[src/rtl/matvec_mul.sv]
// Pipelined signed matrix-vector multiplier y = K * x.
// One multiplier stage followed by a registered binary adder tree per row.
module matvec_mul #(
    parameter int R   = 2,
    parameter int C   = 5,
    parameter int W_X = 3,
    parameter int W_K = 4
) (
    input  logic                                            clk,
    input  logic                                            rst,
    input  logic                                            cen,
    input  logic [R-1:0][C-1:0][W_K-1:0]                    k,
    input  logic [C-1:0][W_X-1:0]                           x,
    output logic [R-1:0][W_X+W_K+$clog2(C)-1:0]             y
);

    localparam int W_P     = W_X + W_K;
    localparam int LEVELS  = $clog2(C);
    localparam int W_Y     = W_P + LEVELS;
    localparam int LATENCY = LEVELS + 1;

    // Every level is stored at full output width; the tree sums can never
    // exceed W_Y, so the upper bits are plain sign extension.
    for (genvar gi = 0; gi < LATENCY; gi++) begin : lvl
        localparam int N = (C + (1 << gi) - 1) >> gi;
        logic signed [W_Y-1:0] node [R][N];

        if (gi == 0) begin : g_mul
            logic signed [W_Y-1:0] prod [R][C];
            for (genvar gr = 0; gr < R; gr++) begin : g_row
                for (genvar gc = 0; gc < C; gc++) begin : g_col
                    logic signed [W_P-1:0] ka;
                    logic signed [W_P-1:0] xa;
                    logic signed [W_P-1:0] pa;
                    assign ka = W_P'($signed(k[gr][gc]));
                    assign xa = W_P'($signed(x[gc]));
                    assign pa = ka * xa;
                    assign prod[gr][gc] = W_Y'(pa);
                end
            end

            always_ff @(posedge clk) begin
                if (rst) begin
                    node <= '{default: '0};
                end else if (cen) begin
                    node <= prod;
                end
            end
        end else begin : g_add
            localparam int PN = (C + (1 << (gi - 1)) - 1) >> (gi - 1);
            logic signed [W_Y-1:0] sum [R][N];
            for (genvar gr = 0; gr < R; gr++) begin : g_row
                for (genvar gn = 0; gn < N; gn++) begin : g_node
                    if (2 * gn + 1 < PN) begin : g_pair
                        assign sum[gr][gn] = lvl[gi-1].node[gr][2*gn] + lvl[gi-1].node[gr][2*gn+1];
                    end else begin : g_pass
                        // Unpaired term rides through to the next level unchanged
                        assign sum[gr][gn] = lvl[gi-1].node[gr][2*gn];
                    end
                end
            end

            always_ff @(posedge clk) begin
                if (rst) begin
                    node <= '{default: '0};
                end else if (cen) begin
                    node <= sum;
                end
            end
        end
    end

    for (genvar gr = 0; gr < R; gr++) begin : g_out
        assign y[gr] = lvl[LATENCY-1].node[gr][0];
    end

endmodule

[config.mk]
export PLATFORM = sky130hd
export DESIGN_NAME = matvec_mul
export DESIGN_NICKNAME = d
export VERILOG_FILES = /design/src/rtl/matvec_mul.sv
export SDC_FILE = /design/constraint.sdc
export NUM_CORES = 1
export LEC_CHECK = 0
export ABC_AREA = 1
export BUFFER_PORTS_ARGS = -buffer_cell sky130_fd_sc_hd__buf_2
export CAP_MARGIN = 15
export CORE_UTILIZATION = 50
export DETAILED_ROUTE_END_ITERATION = 8
export PLACE_DENSITY = 0.7
export SETUP_SLACK_MARGIN = 0.02
export SLEW_MARGIN = 20
export SYNTH_ARGS = -nofsm -noshare
export SYNTH_HDL_FRONTEND = slang
export SYNTH_SLANG_ARGS = --single-unit
[constraint.sdc]
create_clock -name clk -period 3.15 [get_ports clk]
set_input_delay 0.7875 -clock clk [delete_from_list [all_inputs] [get_ports clk]]
set_output_delay 0.7875 -clock clk [all_outputs]
set_load 0.03 [all_outputs]
; After elaboration in Yosys (flattened, before gate mapping)
; Cells that the tools add are included.
[word_totals]
reg_bits = 178
in_bits = 58
output_inout_bits = 20
elab_cells = 40
[op_classes]
n_addsub = 8
multipliers = 10
[op_table]
columns = operator, count
row1 = 4-bit by 3-bit multiplier with 7-bit output, 10
row2 = 7-bit by 7-bit adder with 8-bit output, 4
row3 = 10-bit adder, 2
row4 = 10-bit by 7-bit adder with 10-bit output, 2

; Depth between registers and ports, before layout
[depth]
depth_word = 1
mapped_depth = 16

; Least setup slack after synthesis
; Ideal clock, no wire load.
[synth_path]
path_type = input -> register
from = in x[5] (netlist name)
to = reg lvl[0].node[85] (netlist name)
setup_time_ns = 0.115
arrival_ns = 3.121
required_time_ns = 3.035
setup_slack_ns = -0.087
path_stages = 10
n_path_buf = 0
path_cell_list = clkinv_1 > or2_2 > fa_1 > inv_1 > fa_1 > ha_1 > fa_1 > xor2_1 > o21ai_0 > inv_1
[synth_via]
elab_chain_cells = 1
[synth_lines]
columns = item, line_no
row1 = "start, declared", 13  ; input logic [C-1:0][W_X-1:0] x,
row2 = 4-bit by 3-bit multiplier with 7-bit output, 37  ; assign pa = ka * xa;
row3 = "end signal, assigned", 46  ; node <= prod;
row4 = "end, declared", 26  ; logic signed [W_Y-1:0] node [R][N];
; Every way passes these cells.
; A chain may end at the register's enable or synchronous reset.

; Final worst setup path
[layout_path]
from = in x[14] (netlist name)
to = reg lvl[0].node[5] (netlist name)
; The elaborated chain is that of the path after synthesis.

==> results.py <==
metrics = {
    "place": {
        "portBuffers": 77,
        "place_ws_ns": -0.147,
        "gp_routability_congestion": 0.841,
        "dp_cells": 2186,
        "place_hpwl_mm": 19.4,
    },
    "die": {
        "fp-row-count": 58,
        "die_h_um": 162,
        "io_pins": 78,
        "coreArea_um2": 25100,
        "die_x_um": 162,
        "initial_core_util_pct": 50.8,
        "die-area_um2": 26200,
    },
    "setup_path": {
        "crit_type": "input pin to register",
        "crit_fanout": 3,
        "max_stage_delay_ns": 0.55,
        "start_kind": "input pin",
        "worst_setup_path_end_kind": "register",
        "cp_cell_sequence": "buf_2 > inv_1 > or2_2 > fa_1 > inv_1 > fa_1 > ha_1 > fa_1 > xor2_1 > o21ai_0 > inv_1",
        "required_ns": 3.47,
        "crit_family": "adder cells",
        "crit_buf_inv": 4,
        "arrival_ns": 3.15,
        "slowest_stage": "fa_1",
    },
    "drt": {
        "vias_per_cell": 4.88,
        "routed_wl_mm": 25.7,
        "ant_nets": 0,
        "num_vias": 10818,
        "drt_iter0_markers": 693,
        "route.detailed.drc": 0,
        "wl_per_cell_um": 11.6,
        "drtPass1Iterations": 5,
    },
    "clock_network": {
        "cts_buffers": 17,
        "postCtsResizedCells": 0,
        "cts.clk_slew.worst_paths_ns": 0.06,
        "clockRootBuffer": "clkbuf_16",
        "htreeDepth": 4,
        "cts_tree": "done",
        "cts_setup_buffers": 0,
        "clock_sinks": 170,
        "clkLatencyLatePin_ns": 0.43,
        "cts_hold_repair.buffers": 0,
        "clockBufferDepth": 2,
    },
    "timing": {
        "max_freq_mhz": 353,
        "hold_viol": 0,
        "rsz0062_at_grt": "false",
        "relSlewSlack_pct": 38.9,
        "finalCritPeriodShare_pct": 90.0,
        "fin_hold_ws_ns": 0.463,
        "worst_pin_slew_ns": 0.917,
        "layout_setup_ws_ns": 0.316,
        "min_period_ns": 2.83,
        "timing.setup.tns_ns": 0,
        "setup_viol": 0,
        "slew_viol_final": 0,
        "clock_skew_ns": 0.0132,
    },
    "global_route": {
        "overflow": 0,
        "grt_pass1_wl_mm": 44.8,
        "grt_max_degree": 221,
        "gr-usage-all-layers_pct": 20.5,
        "first_global_vias": 10034,
        "antenna_found_initial": 0,
    },
    "power": {
        "leakage_uw": 0.00782,
        "p_total_uw": 6280,
        "powerDensity_nw_per_um2": 447,
        "vdd_ir_drop_max_v": 0.000386,
    },
    "synth": {
        "ys_seq_area_share_pct": 26.7,
        "ys_async_sr_fraction_pct": 0,
        "synth-edff-count": 0,
        "synth.avg_cell_area_um2": 7.04,
        "syn_nets": 2069,
        "ys.flop_type": "dfxtp_1",
        "ys_ff_latch": 170,
        "yosysTopAreaCell": "dfxtp_1",
        "netlist_area_um2": 12800,
        "yosysUniqueCellTypes": 38,
        "synthCells": 1814,
        "yosys_warnings": 0,
        "synthTopCellsByArea": "dfxtp_1 27%, nand2_1 15%, ha_1 14%, fa_1 8.5%, inv_1 8.3%",
        "synth.top_cell.area_share_pct": 26.7,
    },
    "hold_path": {
        "hold_path.class": "register to register",
    },
    "run_status": {
        "outcome": "finished, final reports clean",
    },
    "layout": {
        "layoutNonFillerInstCount": 2218,
        "drive_above_1_share_pct": 10.3,
        "nNetsFinal": 2130,
        "n_antenna_cell": 0,
        "fillers": 2496,
        "area_growth_pct": 10.0,
    },
    "job": {
        "cap_viol_max_count": 0,
    },
}
[power by group]
group / internal (uW) / switching [uW]
logic: 695 / 1010
registers: 2330 / 131
clock network: 1140 / 968
[cells in the final DEF, fill, tap and decap left out, types with 3 or more instances in the layout]
cell | netlist | final
a21oi_2 | 8 | 8
xor2_1 | 30 | 30
o21a_1 | 4 | 4
nand3_1 | 102 | 102
buf_2 | 31 | 75
and3_1 | 3 | 3
nand2_1 | 497 | 497
nand3_2 | 3 | 3
inv_1 | 282 | 282
nand4_1 | 8 | 8
xnor2_1 | 13 | 13
clkinv_2 | 0 | 3
a31oi_1 | 3 | 3
or2_2 | 23 | 23
or2_1 | 4 | 4
nor2_1 | 201 | 201
buf_4 | 12 | 31
clkbuf_16 | 0 | 17
inv_6 | 0 | 7
buf_12 | 0 | 4
ha_1 | 143 | 141
inv_8 | 0 | 6
o21ai_0 | 37 | 37
dfxtp_1 | 170 | 170
a211oi_1 | 16 | 16
a21o_1 | 3 | 3
o21bai_1 | 4 | 4
a21oi_1 | 114 | 114
fa_1 | 54 | 54
or2_0 | 6 | 6
nand2_4 | 3 | 3
[metrics by stage]
step	util (%)	instance area, um^2
2_1_floorplan	-	12800
3_3_place_gp	53.6	13500
3_5_place_dp	53.6	13500
4_1_cts	55.9	14000
5_1_grt	55.9	14000
6_report	55.9	14000
[Yosys cell counts (all sizes together) (13+ instances only)]
| library cell | n |
|---|---|
| nand2 | 502 |
| inv | 283 |
| nor2 | 203 |
| dfxtp | 170 |
| ha | 143 |
| a21oi | 122 |
| nand3 | 105 |
| fa | 54 |
| buf | 51 |
| o21ai | 40 |
| or2 | 33 |
| xor2 | 30 |
| a211oi | 18 |
| clkbuf | 17 |
| xnor2 | 13 |
[path summary, 6_finish.rpt]
check	start	to	slack [ns]	cells after the start
worst max-delay path	x[14]	lvl[0].node[5]	0.32	11
worst min-delay path	lvl[0].node[4]	lvl[0].node[4]	0.46	2
worst max register to register	lvl[2].node[30]	y[8]	1.30	9
worst min register to register	lvl[0].node[4]	lvl[0].node[4]	0.46	2
[registers in the layout, indices dropped and copies added (netlist names)]
register / flops
lvl.node: 150
y: 20
[per-layer routing]
| layer | vias to the layer above | track usage, % | wire (um) |
|---|---|---|---|
| li1 | 5761 | - | - |
| met1 | 4898 | 27.7 | 12600 |
| met2 | 138 | 34.5 | 12100 |
| met3 | 21 | 2.78 | 645 |
| met4 | 0 | 4.85 | 261 |
| met5 | - | 0 | 0 |
[cell type report]
class / instances / area (um^2) / share of cell area, %
multi-input combinational: 1290 / 7860 / 56.0
sequential: 170 / 3400 / 24.2
inverter: 285 / 1070 / 7.64
timing repair buffer: 111 / 699 / 4.98
clock buffer: 17 / 425 / 3.03
tap: 330 / 413 / 2.94
clock inverter: 15 / 166 / 1.18
[cell families after synthesis]
kind of cell,count (synthesis),share of synthesized area [%]
xor+xnor,43,2.95
flops,170,26.7
buf+inv,354,11.8
fa+ha+maj,197,22.5
simple gates,854,27.4
compound gates,196,8.75
[tightest hold or removal path, cell delays in order (launching register included)]
cell	delay, ns
dfxtp_1	0.31
nand2_1	0.06
a21oi_1	0.05
(Power assumes the default switching activity.)
